===== config.mk =====
export PLATFORM = sky130hd
export DESIGN_NAME = mem_master_flat
export DESIGN_NICKNAME = d
export VERILOG_FILES = /design/src/rtl/mem_master_pkg.sv /design/src/rtl/mem_master_if.sv /design/src/rtl/mem_beat_ctr.sv /design/src/rtl/mem_master.sv /design/src/flat_wrapper.sv
export SDC_FILE = /design/constraint.sdc
export NUM_CORES = 1
export LEC_CHECK = 0
export ABC_AREA = 1
export ABC_CLOCK_PERIOD_IN_PS = 4500
export BUFFER_PORTS_ARGS = -buffer_cell sky130_fd_sc_hd__buf_2
export CELL_PAD_IN_SITES_DETAIL_PLACEMENT = 1
export CELL_PAD_IN_SITES_GLOBAL_PLACEMENT = 2
export CORE_MARGIN = 3
export CORE_UTILIZATION = 28
export CTS_BUF_LIST = sky130_fd_sc_hd__clkbuf_4 sky130_fd_sc_hd__clkbuf_8
export DETAILED_ROUTE_END_ITERATION = 7
export GPL_TIMING_DRIVEN = 0
export PLACE_DENSITY_LB_ADDON = 0.08
export SLEW_MARGIN = 15
export SYNTH_ARGS = -nofsm -noshare
export SYNTH_HDL_FRONTEND = slang
export SYNTH_SLANG_ARGS = --single-unit

===== constraint.sdc =====
create_clock -name clk -period 4.5 [get_ports clk]
set_input_delay 0.45 -clock clk [delete_from_list [all_inputs] [get_ports clk]]
set_output_delay 0.45 -clock clk [all_outputs]
set_load 0.05 [all_outputs]

===== src/rtl/mem_master_pkg.sv =====
// Shared types and constants for the mem_master request controller.
// The optional burst feature is selected with MEM_MASTER_BURST_EN.
package mem_master_pkg;

    localparam int ADDRSIZE_DEF = 16;
    localparam int WORDSIZE_DEF = 4;
    localparam int LENSIZE_DEF  = 4;

    localparam logic MEM_OP_READ  = 1'b0;
    localparam logic MEM_OP_WRITE = 1'b1;

    typedef enum logic [1:0] {
        ST_IDLE  = 2'd0,
        ST_WRITE = 2'd1,
        ST_READ  = 2'd2,
        ST_DRAIN = 2'd3
    } state_t;

endpackage


===== src/rtl/mem_master_if.sv =====
// Client-side channels of mem_master: request, write data, write completion
// and read response. The client uses the master modport, mem_master the slave one.
interface mem_master_if
    import mem_master_pkg::*;
#(
    parameter int ADDRSIZE = ADDRSIZE_DEF,
    parameter int WORDSIZE = WORDSIZE_DEF,
    parameter int LENSIZE  = LENSIZE_DEF
);
    logic                req_valid;
    logic                req_ready;
    logic                req_we;
    logic [ADDRSIZE-1:0] req_addr;
    logic [LENSIZE-1:0]  req_len;

    logic                wdata_valid;
    logic                wdata_ready;
    logic [WORDSIZE-1:0] wdata;
    logic                wr_done;

    logic                rsp_valid;
    logic                rsp_ready;
    logic [WORDSIZE-1:0] rsp_data;
    logic                rsp_last;

    modport master (
        output req_valid, req_we, req_addr, req_len,
        output wdata_valid, wdata,
        output rsp_ready,
        input  req_ready, wdata_ready, wr_done,
        input  rsp_valid, rsp_data, rsp_last
    );

    modport slave (
        input  req_valid, req_we, req_addr, req_len,
        input  wdata_valid, wdata,
        input  rsp_ready,
        output req_ready, wdata_ready, wr_done,
        output rsp_valid, rsp_data, rsp_last
    );

endinterface


===== src/rtl/mem_beat_ctr.sv =====
// Burst address/beat counter shared by the write and read paths.
// With MEM_MASTER_BURST_EN undefined every burst is one beat and no beat counter exists.
module mem_beat_ctr #(
    parameter int ADDRSIZE = 16,
    parameter int LENSIZE  = 4
) (
    input  logic                clk,
    input  logic                rst,
    input  logic                load,
    input  logic                step,
    input  logic [ADDRSIZE-1:0] load_addr,
    input  logic [LENSIZE-1:0]  load_len,
    output logic [ADDRSIZE-1:0] addr,
    output logic                last
);

    logic [ADDRSIZE-1:0] addr_reg, addr_next;

    // Natural overflow of the adder gives the modulo-2^ADDRSIZE wrap.
    always_comb begin
        addr_next = addr_reg;
        if (load) begin
            addr_next = load_addr;
        end else if (step) begin
            addr_next = addr_reg + ADDRSIZE'(1);
        end
    end

    always_ff @(posedge clk) begin
        if (rst) begin
            addr_reg <= '0;
        end else begin
            addr_reg <= addr_next;
        end
    end

    assign addr = addr_reg;

`ifdef MEM_MASTER_BURST_EN
    logic [LENSIZE-1:0] beats_left_reg, beats_left_next;

    always_comb begin
        beats_left_next = beats_left_reg;
        if (load) begin
            beats_left_next = load_len;
        end else if (step) begin
            beats_left_next = beats_left_reg - LENSIZE'(1);
        end
    end

    always_ff @(posedge clk) begin
        if (rst) begin
            beats_left_reg <= '0;
        end else begin
            beats_left_reg <= beats_left_next;
        end
    end

    assign last = (beats_left_reg == '0);
`else
    logic unused_len;
    assign unused_len = ^load_len;
    assign last       = 1'b1;
`endif

endmodule


===== src/rtl/mem_master.sv =====
// Request-side controller for memory_unit: turns single/burst word requests into
// wren/rden cycles and returns read data on a valid/ready channel (bursts: MEM_MASTER_BURST_EN).
module mem_master
    import mem_master_pkg::*;
#(
    parameter int ADDRSIZE = ADDRSIZE_DEF,
    parameter int WORDSIZE = WORDSIZE_DEF,
    parameter int LENSIZE  = LENSIZE_DEF
) (
    input  logic                clk,
    input  logic                rst,
    mem_master_if.slave         bus,
    output logic                mem_wren,
    output logic                mem_rden,
    output logic [ADDRSIZE-1:0] mem_addr,
    output logic [WORDSIZE-1:0] mem_d,
    input  logic [WORDSIZE-1:0] mem_q
);

    state_t              state_reg, state_next;
    logic                inflight_reg, inflight_next;
    logic                pend_last_reg, pend_last_next;
    logic                rsp_valid_reg, rsp_valid_next;
    logic [WORDSIZE-1:0] rsp_data_reg, rsp_data_next;
    logic                rsp_last_reg, rsp_last_next;
    logic                wr_done_reg, wr_done_next;

    logic                accept;
    logic                wr_beat;
    logic                rd_issue;
    logic                rsp_take;
    logic [ADDRSIZE-1:0] cur_addr;
    logic                last_beat;

    mem_beat_ctr #(
        .ADDRSIZE (ADDRSIZE),
        .LENSIZE  (LENSIZE)
    ) u_beat_ctr (
        .clk       (clk),
        .rst       (rst),
        .load      (accept),
        .step      (wr_beat | rd_issue),
        .load_addr (bus.req_addr),
        .load_len  (bus.req_len),
        .addr      (cur_addr),
        .last      (last_beat)
    );

    // A read is only issued once the previous beat has left the response
    // register (or is leaving it this cycle), so one output register suffices.
    always_comb begin
        accept   = (state_reg == ST_IDLE) && bus.req_valid;
        wr_beat  = (state_reg == ST_WRITE) && bus.wdata_valid;
        rd_issue = (state_reg == ST_READ) && !inflight_reg &&
                   (!rsp_valid_reg || bus.rsp_ready);
        rsp_take = rsp_valid_reg && bus.rsp_ready;
    end

    always_comb begin
        state_next     = state_reg;
        inflight_next  = rd_issue;
        pend_last_next = rd_issue ? last_beat : pend_last_reg;
        rsp_valid_next = rsp_valid_reg;
        rsp_data_next  = rsp_data_reg;
        rsp_last_next  = rsp_last_reg;
        wr_done_next   = wr_beat && last_beat;

        if (rsp_take) begin
            rsp_valid_next = 1'b0;
        end
        if (inflight_reg) begin
            rsp_valid_next = 1'b1;
            rsp_data_next  = mem_q;
            rsp_last_next  = pend_last_reg;
        end

        case (state_reg)
            ST_IDLE: begin
                if (accept) begin
                    state_next = (bus.req_we == MEM_OP_WRITE) ? ST_WRITE : ST_READ;
                end
            end
            ST_WRITE: begin
                if (wr_beat && last_beat) begin
                    state_next = ST_IDLE;
                end
            end
            ST_READ: begin
                if (rd_issue && last_beat) begin
                    state_next = ST_DRAIN;
                end
            end
            ST_DRAIN: begin
                if (rsp_take && rsp_last_reg) begin
                    state_next = ST_IDLE;
                end
            end
            default: state_next = ST_IDLE;
        endcase
    end

    always_ff @(posedge clk) begin
        if (rst) begin
            state_reg     <= ST_IDLE;
            inflight_reg  <= 1'b0;
            pend_last_reg <= 1'b0;
            rsp_valid_reg <= 1'b0;
            rsp_data_reg  <= '0;
            rsp_last_reg  <= 1'b0;
            wr_done_reg   <= 1'b0;
        end else begin
            state_reg     <= state_next;
            inflight_reg  <= inflight_next;
            pend_last_reg <= pend_last_next;
            rsp_valid_reg <= rsp_valid_next;
            rsp_data_reg  <= rsp_data_next;
            rsp_last_reg  <= rsp_last_next;
            wr_done_reg   <= wr_done_next;
        end
    end

    assign bus.req_ready   = (state_reg == ST_IDLE);
    assign bus.wdata_ready = (state_reg == ST_WRITE) && !rst;
    assign bus.wr_done     = wr_done_reg;
    assign bus.rsp_valid   = rsp_valid_reg;
    assign bus.rsp_data    = rsp_data_reg;
    assign bus.rsp_last    = rsp_last_reg;

    // Memory strobes are held off while rst is high, whatever the state.
    assign mem_wren = wr_beat && !rst;
    assign mem_rden = rd_issue && !rst;
    assign mem_addr = (!rst && (state_reg == ST_WRITE || state_reg == ST_READ)) ? cur_addr : '0;
    assign mem_d    = (!rst && state_reg == ST_WRITE) ? bus.wdata : '0;

endmodule


===== src/flat_wrapper.sv =====
// flat-port wrapper written by rule: the top's interface ports become plain ports
module mem_master_flat import mem_master_pkg::*;
#(
    parameter int ADDRSIZE = ADDRSIZE_DEF,
    parameter int WORDSIZE = WORDSIZE_DEF,
    parameter int LENSIZE  = LENSIZE_DEF
)
  (clk, rst, mem_wren, mem_rden, mem_addr, mem_d, mem_q, bus_req_valid, bus_req_we, bus_req_addr, bus_req_len, bus_wdata_valid, bus_wdata, bus_rsp_ready, bus_req_ready, bus_wdata_ready, bus_wr_done, bus_rsp_valid, bus_rsp_data, bus_rsp_last);
  mem_master_if #(.ADDRSIZE(ADDRSIZE), .WORDSIZE(WORDSIZE), .LENSIZE(LENSIZE)) bus_i ();
  input  logic clk;
  input  logic rst;
  output logic mem_wren;
  output logic mem_rden;
  output logic [ADDRSIZE-1:0] mem_addr;
  output logic [WORDSIZE-1:0] mem_d;
  input  logic [WORDSIZE-1:0] mem_q;
  input wire logic [$bits(bus_i.req_valid)-1:0] bus_req_valid;
  input wire logic [$bits(bus_i.req_we)-1:0] bus_req_we;
  input wire logic [$bits(bus_i.req_addr)-1:0] bus_req_addr;
  input wire logic [$bits(bus_i.req_len)-1:0] bus_req_len;
  input wire logic [$bits(bus_i.wdata_valid)-1:0] bus_wdata_valid;
  input wire logic [$bits(bus_i.wdata)-1:0] bus_wdata;
  input wire logic [$bits(bus_i.rsp_ready)-1:0] bus_rsp_ready;
  output wire logic [$bits(bus_i.req_ready)-1:0] bus_req_ready;
  output wire logic [$bits(bus_i.wdata_ready)-1:0] bus_wdata_ready;
  output wire logic [$bits(bus_i.wr_done)-1:0] bus_wr_done;
  output wire logic [$bits(bus_i.rsp_valid)-1:0] bus_rsp_valid;
  output wire logic [$bits(bus_i.rsp_data)-1:0] bus_rsp_data;
  output wire logic [$bits(bus_i.rsp_last)-1:0] bus_rsp_last;
  assign bus_i.req_valid = bus_req_valid;
  assign bus_i.req_we = bus_req_we;
  assign bus_i.req_addr = bus_req_addr;
  assign bus_i.req_len = bus_req_len;
  assign bus_i.wdata_valid = bus_wdata_valid;
  assign bus_i.wdata = bus_wdata;
  assign bus_i.rsp_ready = bus_rsp_ready;
  assign bus_req_ready = bus_i.req_ready;
  assign bus_wdata_ready = bus_i.wdata_ready;
  assign bus_wr_done = bus_i.wr_done;
  assign bus_rsp_valid = bus_i.rsp_valid;
  assign bus_rsp_data = bus_i.rsp_data;
  assign bus_rsp_last = bus_i.rsp_last;
  mem_master #(.ADDRSIZE(ADDRSIZE), .WORDSIZE(WORDSIZE), .LENSIZE(LENSIZE)) u_core (.clk(clk), .rst(rst), .bus(bus_i), .mem_wren(mem_wren), .mem_rden(mem_rden), .mem_addr(mem_addr), .mem_d(mem_d), .mem_q(mem_q));
endmodule

==> results.toml, run 1 <==
[synth]
syn_nets = 330
synth_top_cell_area_share_pct = 29.9
synth_area_um2 = 1810
syn_avg_cell_area_um2 = 6.23
synthAdderAreaFrac_pct = 4.16
synth_top_family_by_area = "simple AND/OR/NAND/NOR gates"
synth_top_area_cell = "dfxtp_1"
ys_ff_latch = 27
ys_warn_count = 0
ys_top_cells_by_area = "dfxtp_1, nand2_1, nor2_1"
yosys.area_share.simple_pct = 40.0
syn_inst = 290
ys_seq_area_share_pct = 29.9
synth-xor-area-share_pct = 0.485
synth_compound_area_share_pct = 12.7
synth.area.mux_share_pct = 0
synth_cell_types = 28

[placement]
portBuffers = 59
dp.final_hpwl_um = 4450
place_congestion = 0.805

[global_route]
antenna_found_initial = 0
grt_overflow = 0
grt_pass1_wl_um = 9490
grt_pass1_vias = 1973
grt_max_degree = 17
grt_usage_pct = 15.9

[power]
ir_drop_uv = 185
p_per_area_nw_per_um2 = 418
power_w = 0.000938
power_leakage_nw = 1.13

[cells_and_area]
final_common_cell = "nand2_1"
syn_to_final_growth_pct = 24.2
nFillCells = 866
diodes = 0
nNetsFinal = 394
drive_above_1_share_pct = 27.8
final_cell_mix = "nand2_1, buf_2, nor2_1, inv_1, dfxtp_1"
largest_reg_flops = 16

[clock_tree]
clk_latency_ps = 280
cts_sinks = 27
post-cts-setup-buffers = 0
clockBufferDepth = 2
ctsResizeCount = 0
cts_tree = "built"
clockRootBuffer = "clkbuf_8"
cts.reportedPaths.clkPinSlew_ps = 110
ctsHoldBuffers = 0
cts-buffers-inserted = 3
h-tree-depth = 1

[setup_path]
crit_type = "flop to primary output"
worst_path_most_repeated_cell = "buf_2"
worstSetupStartpointType = "flop"
cp_top_family = "buffers and inverters"
critPathRequiredTime_ps = 4050
r2r_setup_slack_ps = 2720
crit_buf_inv = 3
reg2reg_depth = 8
max_stage_delay_ps = 410
endpoint_kind = "primary output"
crit_arrival_ps = 1990
critical_path_depth = 6
r2r_end = "u_core.u_beat_ctr.addr[4]$_SDFFE_PP0P_"
cp_max_fo = 10
crit_chain = "inv_1 > ha_1 > nand2_1 > buf_2 > nor2_1 > buf_2"
cpMaxStageDelayCell = "dfxtp_1"
timing.rr.start = "u_core.state_reg[0]$_SDFFE_PP0P_"

[die]
dieArea_um2 = 7450
num_rows = 28
io_pins = 65
dieHeight_um = 86.3
start_util_pct = 29.6
die_x_um = 86.3
coreArea_um2 = 6100

[detailed_routing]
via_count = 1985
avgRoutedWirePerCell_um = 13.3
top_layer = "met4"
first_iter_violations = 44
drt-met1-wl_um = 2730
routed_wl_um = 5690
ant_nets = 0
met2_wirelength_um = 2710
met3_length_um = 235
viasPerCell = 4.64
drc = 0
first_pass_iters = 6

[min_path]
hp-class = "input pin to flop"
hold_depth = 3
hold_end = "u_core.bus.rsp_data[3]$_SDFFE_PP0P_"
worstHoldStart = "mem_q[3]"

[sta]
finalSetupViolations = 0
worst_slew_pin_slew_ps = 545
hold_violations = 0
rsz0062_at_grt = "no"
slew_viol_final = 0
relSlewSlack_pct = 63.6
fmax_ghz = 0.409
fin_crit_sh_pct = 54.3
finalWorstPathRequiredPeriod_ps = 2440
skew_ps = 4.16
fin_setup_tns_ps = 0

[flow_run]
maxCapViolations = 0

[outcome]
outcome = "finished, final reports clean"
==> tightest hold or removal path: stages <==
cell	delay [ps]
buf_2	70
nor2_1	40
nor2_1	80
==> metrics by stage <==
stage,util (%),worst slack [ps],std cells,instance area (um2),hold WS [ps]
floorplan,-,1860,290,1810,434
global placement,36.0,2350,424,2200,449
detailed placement,36.0,2330,424,2200,453
CTS,36.8,2010,428,2240,377
global route,36.8,1880,428,2240,395
finish,36.8,2060,428,2240,387
==> cell usage after synthesis <==
cell      number
dfxtp_1       27
a21oi_2        5
o22ai_1        1
xor2_1         1
buf_12         1
nor2_2         5
a211oi_1       1
nor2_1        47
clkbuf_1       1
a31oi_1        4
or2_2          8
nand3_2        2
o21ai_0       15
buf_2          4
inv_2          2
ha_1           6
nand2_4        1
nand2_1       65
buf_1          1
nand3_4        1
clkinv_2       1
nand4_1        5
nand2_2        4
a21oi_1       13
a22oi_1        1
inv_1         44
nand3_1       23
clkbuf_2       1
==> area by class of cell <==
| type | count | area (um2) | area share, % |
|---|---|---|---|
| multi-input cells | 208 | 1040 | 46.2 |
| flip-flops and latches | 27 | 541 | 24.1 |
| repair buffers | 59 | 295 | 13.2 |
| inverters | 47 | 178 | 7.92 |
| well taps | 75 | 93.8 | 4.18 |
| plain buffers | 8 | 52.6 | 2.34 |
| clock buffers | 3 | 41.3 | 1.84 |
| clock inverters | 1 | 7.51 | 0.334 |
==> per-layer routing <==
metal	vias to the layer above	track usage (%)
met5	-	0
met4	0	2.12
met3	2	3.23
met2	36	27.4
met1	914	21.0
li1	1033	-
==> kinds of logic after synthesis <==
kind of cell | count (synthesis)
simple gates | 161
buf+inv | 55
compound gates | 40
flops | 27
fa+ha+maj | 6
xor+xnor | 1
==> how the worst max path moves through the flow <==
stage          slack [ps]           to                        startpoint
2_1_floorplan        1860     mem_d[0]                               rst
3_3_place_gp         2350  mem_addr[5]                               rst
3_5_place_dp         2330  mem_addr[5]                               rst
4_1_cts              2010  mem_addr[5]  u_core.state_reg[0]$_SDFFE_PP0P_
5_1_grt              1880  mem_addr[5]  u_core.state_reg[1]$_SDFFE_PP0P_
6_report             2060  mem_addr[5]  u_core.state_reg[0]$_SDFFE_PP0P_
==> where the power goes <==
group	switching [W]	internal (W)
logic	0.000309	0.000141
registers	0.0000506	0.000285
clock network	0.0000900	0.0000631
total	0.000449	0.000489
(Power assumes the default switching activity.)
==> run 2, diff against run 1 <==
--- a/config.mk
+++ b/config.mk
@@ -5,13 +5,13 @@
 export SDC_FILE = /design/constraint.sdc
 export NUM_CORES = 1
 export LEC_CHECK = 0
-export ABC_AREA = 1
-export ABC_CLOCK_PERIOD_IN_PS = 4500
+export ABC_AREA = 0
+export ABC_CLOCK_PERIOD_IN_PS = 2000
 export BUFFER_PORTS_ARGS = -buffer_cell sky130_fd_sc_hd__buf_2
 export CELL_PAD_IN_SITES_DETAIL_PLACEMENT = 1
 export CELL_PAD_IN_SITES_GLOBAL_PLACEMENT = 2
 export CORE_MARGIN = 3
-export CORE_UTILIZATION = 28
+export CORE_UTILIZATION = 25
 export CTS_BUF_LIST = sky130_fd_sc_hd__clkbuf_4 sky130_fd_sc_hd__clkbuf_8
 export DETAILED_ROUTE_END_ITERATION = 7
 export GPL_TIMING_DRIVEN = 0
==> constraint.sdc (replaced) <==
create_clock -name clk -period 2 [get_ports clk]
set_input_delay 0.2 -clock clk [delete_from_list [all_inputs] [get_ports clk]]
set_output_delay 0.2 -clock clk [all_outputs]
set_load 0.05 [all_outputs]
==> results.toml, run 2 <==
[outcome]
outcome = "finished, final reports clean"

[global_route]
grt_max_degree = 17
grt_pass1_wl_um = 9070
grt_pass1_vias = 1817
antenna_found_initial = 0
grt_overflow = 0
grt_usage_pct = 14.8

[detailed_routing]
routed_wl_um = 5770
first_iter_violations = 64
first_pass_iters = 4
ant_nets = 0
drc = 0
viasPerCell = 5.27
avgRoutedWirePerCell_um = 16.7
via_count = 1822

[die]
coreArea_um2 = 6420
die_x_um = 87.8
start_util_pct = 26.1
num_rows = 29
dieHeight_um = 87.8
dieArea_um2 = 7710
io_pins = 65

[cells_and_area]
final_cell_mix = "buf_2, dfxtp_1, and2_1, o21ai_0, nand3_1"
final_common_cell = "buf_2"
largest_reg_flops = 16
syn_to_final_growth_pct = 34.5
drive_above_1_share_pct = 32.7
nFillCells = 787
nNetsFinal = 310
multi_input_area_um2 = 1090
fin_util_pct = 35.1
seqCellArea_um2 = 543
diodes = 0

[clock_tree]
cts.reportedPaths.clkPinSlew_ps = 110
clockRootBuffer = "clkbuf_8"
cts_sinks = 27
cts-buffers-inserted = 3
cts_tree = "built"
h-tree-depth = 1
clk_latency_ps = 280
clockBufferDepth = 2

[sta]
fin_crit_sh_pct = 95.8
worst_slew_pin_slew_ps = 567
whs_ps = 148
skew_ps = 8.73
finalWorstPathRequiredPeriod_ps = 1920
hold_violations = 0
relSlewSlack_pct = 62.2
finalSetupViolations = 0
fin_setup_tns_ps = 0
fmax_ghz = 0.522
slew_viol_final = 0

[setup_path]
crit_type = "flop to primary output"
critPathRequiredTime_ps = 1800
worstSetupStartpointType = "flop"
endpoint_kind = "primary output"
crit_arrival_ps = 1720
cp_max_fo = 10

[synth]
ys_top_cells_by_area = "dfxtp_1, and2_1, o21ai_0"
synthFlopType = "dfxtp_1"
synth_enable_flop_cells = 0
ys_ff_latch = 27
synth_top_area_cell = "dfxtp_1"
synth-xor-area-share_pct = 0.523
synth_compound_area_share_pct = 19.5
synthAdderAreaFrac_pct = 4.48
ys_seq_area_share_pct = 32.3
synth.area.mux_share_pct = 2.99
async_flop_share_pct = 0
yosys.area_share.simple_pct = 35.7
yosys-top-cells-count = "dfxtp_1, and2_1, o21ai_0, nand3_1"
synth_top_family_by_area = "simple AND/OR/NAND/NOR gates"
syn_avg_cell_area_um2 = 8.17
yosysMostFrequentCell = "dfxtp_1"
synth_top_cell_area_share_pct = 32.3
synth_cell_types = 43
synth_area_um2 = 1670
syn_nets = 245
syn_inst = 205
ys_warn_count = 0

[power]
ir_drop_uv = 327
p_per_area_nw_per_um2 = 1210
power_leakage_nw = 0.964

[flow_run]
maxCapViolations = 0

[placement]
portBuffers = 59
place_congestion = 0.772
dp.final_hpwl_um = 4260

[min_path]
hp-class = "input pin to flop"
==> run 2: repair_timing <==
action	CTS	global route
buffers inserted	2	0
gates resized for setup	20	27
pin swaps	0	0
endpoints found under the hold margin	0	0
hold buffers	0	0
endpoints found under the setup margin	22	24
==> run 2: final timing paths <==
check | endpoint | depth (start not counted) | startpoint | slack [ps]
setup / recovery | mem_addr[5] | 6 | u_core.state_reg[1]$_SDFFE_PP0P_ | 80
hold / removal | u_core.bus.rsp_data[2]$_SDFFE_PP0P_ | 3 | mem_q[2] | 150
setup reg to reg | u_core.u_beat_ctr.addr[10]$_SDFFE_PP0P_ | 6 | u_core.state_reg[0]$_SDFFE_PP0P_ | 120
hold reg to reg | u_core.pend_last_reg$_SDFFE_PP0P_ | 1 | u_core.pend_last_reg$_SDFFE_PP0P_ | 470
==> run 2: worst max-delay path, stage by stage (launching register included) <==
cell,delay [ps]
dfxtp_2,380
inv_1,80
ha_2,310
nor2b_4,190
buf_8,150
and2_1,150
buf_6,160
==> run 2: cells by family after synthesis <==
| family | Yosys count |
|---|---|
| xor+xnor | 1 |
| simple gates | 98 |
| compound gates | 49 |
| fa+ha+maj | 6 |
| flops | 27 |
| buf+inv | 19 |
| mux | 5 |
==> run 2: final cells by class <==
| cell class | count | area share [%] |
|---|---|---|
| Multi-Input combinational cell | 159 | 48.3 |
| Sequential cell | 27 | 24.1 |
| Timing Repair Buffer | 61 | 17.3 |
| Tap cell | 77 | 4.28 |
| Buffer | 11 | 2.72 |
| Clock buffer | 3 | 1.83 |
| Inverter | 7 | 1.17 |
| Clock inverter | 1 | 0.333 |
==> run 2: through the flow <==
stage,std cells,setup WS (ps),instance area [um2],total power (W)
CTS,346,3.81,2180,0.00269
global route,346,-8.47,2250,0.00293
global placement,341,-333,2070,0.00228
floorplan,205,90.7,1680,0.00185
detailed placement,341,-320,2070,0.00227
finish,346,83.3,2250,0.00273
==> run 2: per-layer routing <==
metal	GRT usage, %	up-vias	routed length (um)
met5	0	-	0
met4	3.35	0	65
met3	2.07	6	212
met2	24.9	36	2680
met1	19.9	884	2810
li1	-	896	-
==> run 2: where the power goes <==
part	switching (W)	internal, W
registers	0.000210	0.000700
logic	0.000944	0.000534
clock network	0.000196	0.000142
total	0.00135	0.00138
